## config.mk

```make
export PLATFORM = sky130hd
export DESIGN_NAME = matrix_spi_tx_flat
export DESIGN_NICKNAME = d
export VERILOG_FILES = /design/src/rtl/matrix_spi_tx_pkg.sv /design/src/rtl/matrix_spi_tx_if.sv /design/src/rtl/matrix_spi_tx_half_tick.sv /design/src/rtl/matrix_spi_tx.sv /design/src/flat_wrapper.sv
export SDC_FILE = /design/constraint.sdc
export NUM_CORES = 1
export LEC_CHECK = 0
export ABC_AREA = 1
export CORE_ASPECT_RATIO = 0.75
export CORE_MARGIN = 10
export CORE_UTILIZATION = 35
export DETAILED_ROUTE_END_ITERATION = 12
export PLACE_DENSITY = 0.6
export SLEW_MARGIN = 20
export SYNTH_ARGS = -nofsm -noshare
export SYNTH_HDL_FRONTEND = slang
export SYNTH_HIERARCHICAL = 1
export SYNTH_SLANG_ARGS = --single-unit
```

## constraint.sdc

```tcl
create_clock -name clk -period 18 [get_ports clk]
set_clock_uncertainty 0.2 [all_clocks]
set_input_delay 5.4 -clock clk [delete_from_list [all_inputs] [get_ports clk]]
set_output_delay 5.4 -clock clk [all_outputs]
set_load 0.05 [all_outputs]
```

## src/rtl/matrix_spi_tx_pkg.sv

```systemverilog
`default_nettype none
// ============================================================================
// Module      : matrix_spi_pkg
// Description : Shared types and defaults for the LED-matrix SPI frame
//               transmitter (state encoding, default frame width).
// Revision    : 1.0 - initial release
// ============================================================================
package matrix_spi_pkg;

    // Transmitter phases: idle, setup before first edge, sck high/low, inter-frame gap
    typedef enum logic [2:0] {
        IDLE  = 3'd0,
        SETUP = 3'd1,
        HIGH  = 3'd2,
        LOW   = 3'd3,
        GAP   = 3'd4
    } tx_state_t;

    localparam int FRAME_W_DEF = 128;

endpackage
`default_nettype wire

```

## src/rtl/matrix_spi_tx_if.sv

```systemverilog
`default_nettype none
// ============================================================================
// Module      : matrix_spi_tx_if
// Description : Frame handshake and SPI pin bundle for matrix_spi_tx.
//               slave = transmitter side, master = frame source / observer.
//               MATRIX_TX_READBACK_EN adds the sdo/rx_data readback pair.
// Revision    : 1.0 - initial release
// ============================================================================
interface matrix_spi_tx_if #(
    parameter int FRAME_W = matrix_spi_pkg::FRAME_W_DEF
);
    logic [FRAME_W-1:0] frame_data;
    logic               frame_valid;
    logic               frame_ready;
    logic               sck;
    logic               sdi;
    logic               load;
    logic               busy;
    logic               done;
`ifdef MATRIX_TX_READBACK_EN
    logic               sdo;
    logic [FRAME_W-1:0] rx_data;

    modport slave  (input  frame_data, frame_valid, sdo,
                    output frame_ready, sck, sdi, load, busy, done, rx_data);
    modport master (output frame_data, frame_valid, sdo,
                    input  frame_ready, sck, sdi, load, busy, done, rx_data);
`else
    modport slave  (input  frame_data, frame_valid,
                    output frame_ready, sck, sdi, load, busy, done);
    modport master (output frame_data, frame_valid,
                    input  frame_ready, sck, sdi, load, busy, done);
`endif
endinterface
`default_nettype wire

```

## src/rtl/matrix_spi_tx_half_tick.sv

```systemverilog
`default_nettype none
// ============================================================================
// Module      : spi_half_tick
// Description : Half-period counter for the SPI transmitter. Counts DIV
//               cycles per phase, flags the last cycle of a phase and
//               restarts whenever the owning FSM changes state.
// Revision    : 1.0 - initial release
// ============================================================================
module spi_half_tick #(
    parameter int DIV = 4
) (
    input  wire logic clk,
    input  wire logic reset,
    input  wire logic run_i,       // FSM is in a timed sck phase
    input  wire logic restart_i,   // FSM changes state this cycle
    output logic      phase_end_o
);
    localparam int              CNT_W = $clog2(DIV + 1);
    localparam logic [CNT_W-1:0] LAST = CNT_W'(DIV - 1);

    logic [CNT_W-1:0] cnt_q;
    logic [CNT_W-1:0] cnt_d;

    assign phase_end_o = run_i && (cnt_q == LAST);

    // Next count: zero outside timed phases, on any state change and at wrap
    always_comb begin
        cnt_d = cnt_q + 1'b1;
        if (!run_i || restart_i || (cnt_q == LAST)) begin
            cnt_d = '0;
        end
    end

    // Counter register
    always_ff @(posedge clk or posedge reset) begin
        if (reset) begin
            cnt_q <= '0;
        end else begin
            cnt_q <= cnt_d;
        end
    end

endmodule
`default_nettype wire

```

## src/rtl/matrix_spi_tx.sv

```systemverilog
`default_nettype none
// ============================================================================
// Module      : matrix_spi_tx
// Description : SPI mode-0 frame transmitter for the LED-matrix load link.
//               Accepts one FRAME_W-bit frame on valid/ready and shifts it
//               out MSB first on sck/sdi with load framing the shift window.
//               Optional macro MATRIX_TX_READBACK_EN adds MISO readback
//               (sdo in, rx_data out).
// Revision    : 1.0 - initial release
// ============================================================================
module matrix_spi_tx #(
    parameter int FRAME_W = matrix_spi_pkg::FRAME_W_DEF,
    parameter int DIV     = 4,
    parameter int GAP     = 8
) (
    input  wire logic      clk,
    input  wire logic      reset,
    matrix_spi_tx_if.slave bus
);
    import matrix_spi_pkg::*;

    // The GAP parameter shadows the enum literal of the same name
    localparam tx_state_t        S_GAP    = matrix_spi_pkg::GAP;
    localparam int               BIT_W    = $clog2(FRAME_W);
    localparam logic [BIT_W-1:0] LAST_BIT = BIT_W'(FRAME_W - 1);
    localparam int               GAP_W    = $clog2(GAP + 1);
    localparam logic [GAP_W-1:0] GAP_LAST = GAP_W'(GAP - 1);

    tx_state_t          state_q, state_d;
    logic [FRAME_W-1:0] shreg_q, shreg_d;
    logic [BIT_W-1:0]   bitcnt_q, bitcnt_d;
    logic [GAP_W-1:0]   gapcnt_q, gapcnt_d;
    logic               done_q, done_d;

    logic w_shift_win;
    logic w_phase_end;
    logic w_gap_end;

    assign w_shift_win = state_q inside {SETUP, HIGH, LOW};
    assign w_gap_end   = (state_q == S_GAP) && (gapcnt_q == GAP_LAST);

    spi_half_tick #(
        .DIV (DIV)
    ) u_half_tick (
        .clk         (clk),
        .reset       (reset),
        .run_i       (w_shift_win),
        .restart_i   (state_d != state_q),
        .phase_end_o (w_phase_end)
    );

    // Outputs decode registered state only; no input reaches an output
    assign bus.frame_ready = (state_q == IDLE);
    assign bus.busy        = (state_q != IDLE);
    assign bus.sck         = (state_q == HIGH);
    assign bus.load        = w_shift_win;
    assign bus.sdi         = w_shift_win & shreg_q[FRAME_W-1];
    assign bus.done        = done_q;

    // Next-state, shift register, bit and gap counters
    always_comb begin
        state_d  = state_q;
        shreg_d  = shreg_q;
        bitcnt_d = bitcnt_q;
        gapcnt_d = '0;
        done_d   = 1'b0;
        case (state_q)
            IDLE: begin
                if (bus.frame_valid) begin
                    shreg_d  = bus.frame_data;
                    bitcnt_d = '0;
                    state_d  = SETUP;
                end
            end
            SETUP: begin
                if (w_phase_end) state_d = HIGH;
            end
            HIGH: begin
                // Shifting on the high->low edge keeps sdi changes inside sck low
                if (w_phase_end) begin
                    shreg_d = {shreg_q[FRAME_W-2:0], 1'b0};
                    state_d = LOW;
                end
            end
            LOW: begin
                if (w_phase_end) begin
                    if (bitcnt_q == LAST_BIT) begin
                        state_d = S_GAP;
                    end else begin
                        bitcnt_d = bitcnt_q + 1'b1;
                        state_d  = HIGH;
                    end
                end
            end
            S_GAP: begin
                gapcnt_d = gapcnt_q + 1'b1;
                if (w_gap_end) begin
                    gapcnt_d = '0;
                    done_d   = 1'b1;
                    state_d  = IDLE;
                end
            end
            default: state_d = IDLE;
        endcase
    end

    // State and datapath registers; reset abandons any frame in flight
    always_ff @(posedge clk or posedge reset) begin
        if (reset) begin
            state_q  <= IDLE;
            shreg_q  <= '0;
            bitcnt_q <= '0;
            gapcnt_q <= '0;
            done_q   <= 1'b0;
        end else begin
            state_q  <= state_d;
            shreg_q  <= shreg_d;
            bitcnt_q <= bitcnt_d;
            gapcnt_q <= gapcnt_d;
            done_q   <= done_d;
        end
    end

`ifdef MATRIX_TX_READBACK_EN
    logic [FRAME_W-1:0] rx_q;

    // Capture MISO on the last cycle of each high phase, MSB first
    always_ff @(posedge clk or posedge reset) begin
        if (reset) begin
            rx_q <= '0;
        end else if ((state_q == HIGH) && w_phase_end) begin
            rx_q <= {rx_q[FRAME_W-2:0], bus.sdo};
        end
    end

    assign bus.rx_data = rx_q;
`endif

endmodule
`default_nettype wire
```

## src/flat_wrapper.sv

```systemverilog
// flat-port wrapper written by rule: the top's interface ports become plain ports
module matrix_spi_tx_flat import matrix_spi_pkg::*;
#(
    parameter int FRAME_W = matrix_spi_pkg::FRAME_W_DEF,
    parameter int DIV     = 4,
    parameter int GAP     = 8
)
  (clk, reset, bus_frame_data, bus_frame_valid, bus_frame_ready, bus_sck, bus_sdi, bus_load, bus_busy, bus_done);
  matrix_spi_tx_if #(.FRAME_W(FRAME_W)) bus_i ();
  input  wire logic clk;
  input  wire logic reset;
  input wire logic [$bits(bus_i.frame_data)-1:0] bus_frame_data;
  input wire logic [$bits(bus_i.frame_valid)-1:0] bus_frame_valid;
  output wire logic [$bits(bus_i.frame_ready)-1:0] bus_frame_ready;
  output wire logic [$bits(bus_i.sck)-1:0] bus_sck;
  output wire logic [$bits(bus_i.sdi)-1:0] bus_sdi;
  output wire logic [$bits(bus_i.load)-1:0] bus_load;
  output wire logic [$bits(bus_i.busy)-1:0] bus_busy;
  output wire logic [$bits(bus_i.done)-1:0] bus_done;
  assign bus_i.frame_data = bus_frame_data;
  assign bus_i.frame_valid = bus_frame_valid;
  assign bus_frame_ready = bus_i.frame_ready;
  assign bus_sck = bus_i.sck;
  assign bus_sdi = bus_i.sdi;
  assign bus_load = bus_i.load;
  assign bus_busy = bus_i.busy;
  assign bus_done = bus_i.done;
  matrix_spi_tx #(.FRAME_W(FRAME_W), .DIV(DIV), .GAP(GAP)) u_core (.clk(clk), .reset(reset), .bus(bus_i));
endmodule
```

==> results.json, run 1 <==
{
  "seqCellArea_sq_mm": 0.00365,
  "cts_resized": 0,
  "hold_class": "flop to flop",
  "drt_pass1_iterations": 5,
  "ios": 137,
  "crit_path_max_incr_delay_ps": 830,
  "synth_area_per_cell_sq_um": 7.65,
  "clk_pin_slew_ps": 60,
  "antenna_found_initial": 0,
  "crit_path_end_kind": "primary output",
  "clockBufferDepth": 2,
  "ys_seq_area_share_pct": 50.6,
  "cp-startpoint": "u_core/state_q[2]",
  "numPortBuffers": 136,
  "nets": 1180,
  "grt_max_degree": 130,
  "min_from": "u_core/u_half_tick/cnt_q[0]",
  "multi_input_area_sq_mm": 0.00270,
  "postCtsHoldBufs": 0,
  "worstPathCellList": "inv_2 > nand2_1 > nand2_1 > clkdlybuf4s50_1",
  "fillCellCount": 2042,
  "total_power_uw": 708,
  "drv_cap": 0,
  "status": "finished, final reports clean",
  "hold_viol": 0,
  "drt_iter0_drc": 426,
  "routed_via_density": 4.50,
  "r2r-start": "u_core/state_q[2]",
  "die_y_um": 144,
  "synth_fp_nets": 1078,
  "cts_tree": "yes",
  "layout_commonest_cell": "nand2_1",
  "track_usage_pct": 12.7,
  "cpLargestDelayFamily": "buffers and inverters",
  "gp_routability_congestion": 0.771,
  "core_area_sq_mm": 0.0203,
  "p_leak_uw": 0.00459,
  "fp-row-count": 45,
  "crit_path_start_kind": "flop",
  "crit_buf_inv": 2,
  "min_period_ps": 7710,
  "final_antenna_net_count": 0,
  "clkSinkCount": 146,
  "antenna_cells": 0,
  "synthesis.yosys.warnings": 6,
  "rsz0062_at_grt": "false",
  "start_util_pct": 35.6,
  "die_x_um": 186,
  "grt_pass1_wl_um": 27600,
  "ys_ff_latch": 146,
  "drive_above_1_share_pct": 4.44,
  "cp.depth": 4,
  "whs_path_depth": 1,
  "holdWs_ps": 236,
  "finish.utilization_pct": 45.3,
  "crit_top_cell": "nand2_1",
  "worst-r2r-cell-count": 10,
  "maxSlewViolCount": 0,
  "power.density_mw_per_mm2": 77.0,
  "final.period_utilization_pct": 42.8,
  "max-vdd-ir-drop_mv": 0.0448,
  "synth_cells": 943,
  "place.detailed.hpwl_um": 10900,
  "wl_per_cell_um": 12.6,
  "arrival_ps": 2110,
  "critPathSlowestCell": "clkdlybuf4s50_1",
  "numCtsBuffers": 17,
  "slew_headroom_pct": 43.1,
  "max_clock_freq_ghz": 0.130,
  "dieArea_sq_mm": 0.0268,
  "synthToLayoutAreaGrowth_pct": 27.3,
  "clk_latency_ps": 420,
  "tns_ps": 0,
  "finalWirelength_um": 16600,
  "synth_area_sq_mm": 0.00721,
  "crit_type": "flop to primary output",
  "required_ps": 12400,
  "grt_pass1_vias": 5520,
  "via_count": 5917,
  "yosys.cell_types.count": 27,
  "cts_setup_buffers": 0,
  "fin_cells": 1316,
  "tightest_slew_ps": 853,
  "drc": 0,
  "dp_cells": 1284,
  "final_cell_mix": "283 x nand2_1, 146 x dfrtp_1, 143 x inv_1",
  "grt_overflow": 0,
  "setup_viol": 0,
  "cts-root-buf": "clkbuf_16",
  "cp_max_fo": 5,
  "h-tree-depth": 4
}
[synthesized netlist by cell type]
master      n  share of area [%]
o211ai_1    2               0.21
nand2_1   283                 15
a21oi_1     1              0.069
buf_4       3               0.31
o21ai_0   131                9.1
or2_2       1              0.087
buf_6       8                1.2
inv_1     144                7.5
nand3_1    12               0.83
inv_2       2               0.10
ha_1        4               0.69
dfrtp_1   146                 51
a31oi_1     1              0.087
xnor2_1     1               0.12
buf_2      33                2.3
nor3_1      1              0.069
nor2_1     17               0.88
nor2_4      1               0.16
nand3_2     4               0.55
clkbuf_1   13               0.68
o22ai_1     1              0.087
xor2_1      3               0.36
o21ai_1   125                8.7
nand4_1     2               0.17
nor3b_1     1               0.10
nand2_2     2               0.17
nor2_2      1              0.087
[power breakdown]
part / internal [uW] / switching (uW)
clock network: 180 / 150
registers: 328 / 0
logic: 31.2 / 18.3
total: 540 / 168
[metrics by stage]
step / cell area [sq um] / setup WS, ps
5_1_grt: 9190 / 10170
3_5_place_dp: 8630 / 9650
6_report: 9190 / 10290
4_1_cts: 9180 / 10110
3_3_place_gp: 8630 / 9770
2_1_floorplan: 7210 / 8560
[sequential cells by signal, indices dropped and copies added, names as in the netlist]
signal                    flops
u_core/shreg_q              128
u_core/bitcnt_q               7
u_core/gapcnt_q               4
u_core/state_q                3
u_core/u_half_tick/cnt_q      3
u_core/bus.done               1
[cell type report]
class / count / area share, %
Tap cell: 258 / 3.51
Multi-Input combinational cell: 594 / 29.4
Inverter: 146 / 6.08
Clock inverter: 14 / 1.33
Sequential cell: 146 / 39.8
Timing Repair Buffer: 140 / 15.2
Clock buffer: 18 / 4.67
[layer usage]
metal  track usage [%]  vias up  routed length (um)
met2              17.1      121                6850
li1                  -     3163                   -
met5                 0        -                   0
met4              4.82        0                 182
met3              3.79       14                1030
met1              18.5     2619                8550
[cells by family after synthesis]
group                    synth area share, %
AND/OR/NAND/NOR                         17.8
AO/OA/AOI/OAI                           18.2
buffers and inverters                   12.1
flip-flops                              50.6
XOR/XNOR                               0.486
adder cells (fa/ha/maj)                0.694
[path summary, 6_finish.rpt]
path	endpoint	slack [ps]
min reg2reg	u_core/u_half_tick/cnt_q[0]	240
min	u_core/u_half_tick/cnt_q[0]	240
min in group asynchronous	u_core/u_half_tick/cnt_q[2]	5070
max in group asynchronous	u_core/shreg_q[11]	11190
max reg2reg	u_core/shreg_q[61]	14850
max	bus_load	10290
(Power assumes the default switching activity.)
==> inputs of run 2 (changes only) <==
PLACE_DENSITY = 0.63   (was 0.6)
clock period = 6.44 ns   (was 18 ns; I/O delays follow)
==> run 2 against run 1 <==
Sequential power rose to 2.8 times the previous value. First-iteration DRC count rose by 3.1%. Register-to-register slack lost 11000 ps. Cell count about the same.
==> results.json, run 2 (synthesized netlist as in run 1, its figures left out) <==
{
  "track_usage_pct": 12.8,
  "dpl_worst_slack_ps": 2220,
  "swShare_pct": 21.5,
  "place.detailed.hpwl_um": 11100,
  "ios": 137,
  "worst-r2r-cell-count": 9,
  "p_sw_uw": 453,
  "nets": 1182,
  "fp-row-count": 45,
  "clkSinkCount": 146,
  "regMostFlops": "u_core/shreg_q",
  "max_clock_freq_ghz": 0.237,
  "clk_pin_slew_ps": 60,
  "cp-startpoint": "u_core/state_q[0]",
  "hold_viol": 0,
  "drive_above_1_share_pct": 4.63,
  "largest_registers": "u_core/shreg_q x128, u_core/bitcnt_q x7, u_core/gapcnt_q x4",
  "numPortBuffers": 136,
  "internal_power_uw": 1660,
  "grt_max_degree": 128,
  "drt_iter0_drc": 439,
  "cp_max_fo": 5,
  "cts_setup_buffers": 0,
  "worstPathCellList": "nor2_2 > nor3_1 > clkdlybuf4s50_1",
  "antenna_cells": 0,
  "p_leak_uw": 0.00463,
  "drt_pass1_iterations": 5,
  "crit_path_end_kind": "primary output",
  "final_cell_mix": "283 x nand2_1, 146 x dfrtp_1, 143 x inv_1",
  "power_frac_comb_pct": 6.5,
  "drv_cap": 0,
  "clkPwrFrac_pct": 50.0,
  "min_period_ps": 4220,
  "numCtsBuffers": 17,
  "critPathSlowestCell": "clkdlybuf4s50_1",
  "max-vdd-ir-drop_mv": 0.143,
  "final_antenna_net_count": 0,
  "grt_pass1_vias": 5673,
  "r2r-start": "u_core/state_q[2]",
  "status": "finished, final reports clean",
  "cts_resized": 0,
  "synthToLayoutAreaGrowth_pct": 28.7,
  "setup.worst_path.end": "bus_sdi",
  "setup_ws_ps": 2220,
  "setup_viol": 0,
  "final.period_utilization_pct": 65.6,
  "grt_pass1_wl_um": 28000,
  "h-tree-depth": 4,
  "dieArea_sq_mm": 0.0268,
  "wl_per_cell_um": 12.7,
  "cts_tree": "yes",
  "reg2reg_slack_ps": 3630,
  "routed_via_density": 4.53,
  "layout_commonest_cell": "nand2_1",
  "die_y_um": 144,
  "crit_path_max_incr_delay_ps": 860,
  "clockBufferDepth": 2,
  "slew_headroom_pct": 50.2,
  "required_ps": 4310,
  "cts-root-buf": "clkbuf_16",
  "rsz0062_at_grt": "false",
  "p_seq_share_pct": 43.4,
  "crit_path_start_kind": "flop",
  "hold_class": "flop to flop",
  "drc": 0,
  "grt_overflow": 0,
  "r2r-end": "u_core/shreg_q[72]",
  "largest_register_ffs": 128,
  "gp_routability_congestion": 0.756,
  "core_area_sq_mm": 0.0203,
  "clk_latency_ps": 410,
  "arrival_ps": 2090,
  "start_util_pct": 35.6,
  "finalWirelength_um": 16800,
  "via_count": 5963,
  "maxSlewViolCount": 0,
  "tightest_slew_ps": 747,
  "antenna_found_initial": 1,
  "tns_ps": 0,
  "total_power_uw": 2110,
  "crit_type": "flop to primary output",
  "power.density_mw_per_mm2": 228,
  "die_x_um": 186,
  "postCtsHoldBufs": 0
}
[run 2: power by group through the flow]
| stage | sequential [uW] | clock [uW] | combinational, uW |
|---|---|---|---|
| after global routing | 916 | 1130 | 155 |
| after floorplan | 934 | 0 | 46.4 |
| final | 917 | 1060 | 138 |
| after CTS | 917 | 1090 | 141 |
| after global placement | 934 | 0 | 141 |
| after detailed placement | 934 | 0 | 140 |
[run 2: area by class of cell]
type / instances / area, sq um
Inverter: 146 / 558
Clock inverter: 14 / 203
Clock buffer: 17 / 425
Timing Repair Buffer: 142 / 1420
Sequential cell: 146 / 3650
Tap cell: 258 / 323
Fill cell: 2026 / 11000
Multi-Input combinational cell: 594 / 2700
[run 2: worst min path at each step]
| stage | startpoint | end | slack (ps) | cells after the start |
|---|---|---|---|---|
| after floorplan | u_core/u_half_tick/cnt_q[0] | u_core/u_half_tick/cnt_q[0] | 210 | 1 |
| after global placement | u_core/u_half_tick/cnt_q[0] | u_core/u_half_tick/cnt_q[0] | 220 | 1 |
| after detailed placement | u_core/u_half_tick/cnt_q[0] | u_core/u_half_tick/cnt_q[0] | 230 | 1 |
| after CTS | u_core/u_half_tick/cnt_q[0] | u_core/u_half_tick/cnt_q[0] | 230 | 1 |
| after global routing | u_core/u_half_tick/cnt_q[0] | u_core/u_half_tick/cnt_q[0] | 250 | 1 |
| final | u_core/u_half_tick/cnt_q[0] | u_core/u_half_tick/cnt_q[0] | 230 | 1 |
[run 2: metrics by stage]
stage / hold slack (ps) / std cells / instance area, sq um / util, %
6_report: 232 / 1317 / 9280 / 45.8
4_1_cts: 234 / 1317 / 9280 / 45.8
2_1_floorplan: 208 / 943 / 7210 / -
3_5_place_dp: 225 / 1286 / 8650 / 42.7
5_1_grt: 250 / 1317 / 9280 / 45.8
3_3_place_gp: 220 / 1286 / 8650 / 42.7
[run 2: worst max-delay path, delay by kind of cell, from the launching register on]
family	cells	cell delay (ps)
simple gates	2	340
buf+inv	1	860
flops	1	480
[run 2: routing by layer]
metal,track usage (%),up-vias,share of wire [%]
li1,-,3163,-
met1,17.9,2693,50
met2,18.4,92,43
met3,4.34,13,6.0
met4,3.39,2,0.88
met5,0,-,0.054
==> inputs of run 3 (changes only) <==
PLACE_DENSITY = 0.6   (was 0.63)
clock period = 4.1 ns   (was 6.44 ns; I/O delays follow)
==> run 3 against run 2 <==
Utilization is essentially flat. Setup slack worse by 1600 ps. Final area is essentially flat. Cell count increased by 0.15%. Clock power rose by 38%. Hold slack lost 6.6 ps. Combinational power increased by 57%. Critical path depth is the same. Sequential power is 57% higher. Sequential share of layout area about the same. Global-route usage shrank 0.051 points. Critical path type unchanged.
==> results.json, run 3 (synthesized netlist as in run 1, its figures left out) <==
{
  "nets": 1183,
  "final_antenna_net_count": 0,
  "use_met1_pct": 18.1,
  "p_leak_uw": 0.00463,
  "r2r-start": "u_core/state_q[2]",
  "die_y_um": 144,
  "clk_pin_slew_ps": 60,
  "numPortBuffers": 136,
  "drive_above_1_share_pct": 4.81,
  "hold_viol": 0,
  "reg2reg_slack_ps": 1630,
  "postCtsHoldBufs": 0,
  "h-tree-depth": 4,
  "cp-startpoint": "u_core/state_q[0]",
  "wl_per_cell_um": 12.6,
  "max_clock_freq_ghz": 0.284,
  "grt_pass1_wl_um": 28000,
  "clk_latency_ps": 410,
  "dieArea_sq_mm": 0.0268,
  "met3_usage_pct": 3.89,
  "crit_path_start_kind": "flop",
  "min_period_ps": 3520,
  "worstPathCellList": "nor2_2 > nor3_1 > clkdlybuf4s50_1",
  "hold_class": "flop to flop",
  "grt_max_degree": 144,
  "fillCellCount": 2052,
  "tns_ps": 0,
  "top_usage_layer": "met2",
  "final_cell_mix": "283 x nand2_1, 146 x dfrtp_1, 143 x inv_1",
  "cts_setup_buffers": 0,
  "critPathSlowestCell": "clkdlybuf4s50_1",
  "max-vdd-ir-drop_mv": 0.194,
  "drc": 0,
  "drv_cap": 0,
  "grt_overflow": 0,
  "routed_via_density": 4.48,
  "via_count": 5911,
  "cpLargestDelayFamily": "buffers and inverters",
  "finalWirelength_um": 16600,
  "crit_buf_inv": 1,
  "synthToLayoutAreaGrowth_pct": 28.6,
  "antenna_found_initial": 0,
  "crit_path_max_incr_delay_ps": 860,
  "cts_resized": 0,
  "ios": 137,
  "cts_tree": "yes",
  "layout_commonest_cell": "nand2_1",
  "place.detailed.hpwl_um": 11200,
  "final.period_utilization_pct": 85.9,
  "gp_routability_congestion": 0.790,
  "arrival_ps": 2090,
  "setup_ws_ps": 580,
  "cts-root-buf": "clkbuf_16",
  "power.density_mw_per_mm2": 336,
  "status": "finished, final reports clean",
  "dpl_worst_slack_ps": 924,
  "slew_headroom_pct": 45.6,
  "cp_max_fo": 5,
  "setup_viol": 0,
  "drt_pass1_iterations": 5,
  "grt_pass1_vias": 5657,
  "min_from": "u_core/u_half_tick/cnt_q[0]",
  "largest_registers": "u_core/shreg_q x128, u_core/bitcnt_q x7, u_core/gapcnt_q x4",
  "drt_iter0_drc": 440,
  "track_usage_pct": 12.8,
  "largest_register_ffs": 128,
  "tightest_slew_ps": 816,
  "core_area_sq_mm": 0.0203,
  "crit_type": "flop to primary output",
  "antenna_cells": 0,
  "required_ps": 2670,
  "rsz0062_at_grt": "false",
  "fp-row-count": 45,
  "regMostFlops": "u_core/shreg_q",
  "numCtsBuffers": 17,
  "maxSlewViolCount": 0,
  "die_x_um": 186,
  "start_util_pct": 35.6,
  "clockBufferDepth": 2,
  "grtUsageMet2_pct": 18.3,
  "clkSinkCount": 146,
  "crit_path_end_kind": "primary output"
}
==> run 3: cell count changes in the layout (fill, tap and decap cells not counted) <==
cell and delta:
buf_12 +5, buf_4 -4, bufinv_16 -4, clkinv_4 +2, inv_6 -2, inv_8 +2
clkbuf_8 +1, clkinv_2 +1, clkinvlp_4 +1
==> run 3: per-stage QoR <==
stage | instance area [sq um] | utilization (%) | instances | hold slack [ps] | power, uW
final | 9280 | 45.8 | 1319 | 226 | 3120
after detailed placement | 8720 | 43.0 | 1287 | 225 | 1690
after global placement | 8720 | 43.0 | 1287 | 219 | 1690
after CTS | 9280 | 45.8 | 1319 | 233 | 3170
after global routing | 9280 | 45.8 | 1319 | 270 | 3270
after floorplan | 7220 | - | 943 | 208 | 1540
==> run 3: worst paths after layout <==
| check | cells after the start | endpoint |
|---|---|---|
| setup / recovery | 3 | bus_sdi |
| hold / removal | 1 | u_core/u_half_tick/cnt_q[0] |
| setup reg to reg | 9 | u_core/shreg_q[85] |
| hold reg to reg | 1 | u_core/u_half_tick/cnt_q[0] |
| max in group asynchronous | 3 | u_core/shreg_q[87] |
| min in group asynchronous | 2 | u_core/u_half_tick/cnt_q[1] |
==> run 3: per-layer routing <==
layer / vias to the layer above / part of all wire [%]
li1: 3174 / -
met1: 2629 / 51
met2: 94 / 42
met3: 14 / 5.6
met4: 0 / 0.79
met5: - / 0
==> run 3: worst register-to-register path, cell delays in order (launching register included) <==
cell     delay, ps
dfrtp_1        430
inv_2          140
nand2_1        120
nand2_1        150
nand2_1         70
inv_1          190
nand2_1        200
nand2_8        340
buf_4          370
o21ai_0        140
==> run 3: final cells by class <==
type | instances | area, sq um | share of cell area, %
Clock buffer | 18 | 439 | 4.73
Clock inverter | 14 | 119 | 1.28
Inverter | 146 | 557 | 6.00
Multi-Input combinational cell | 594 | 2700 | 29.1
Sequential cell | 146 | 3650 | 39.4
Tap cell | 258 | 323 | 3.48
Timing Repair Buffer | 143 | 1490 | 16.0
==> run 3: power by group <==
group          internal [uW]  switching, uW  leakage, uW
logic                    138           79.4      0.00299
clock network            808            655     0.000264
registers               1440              0      0.00138
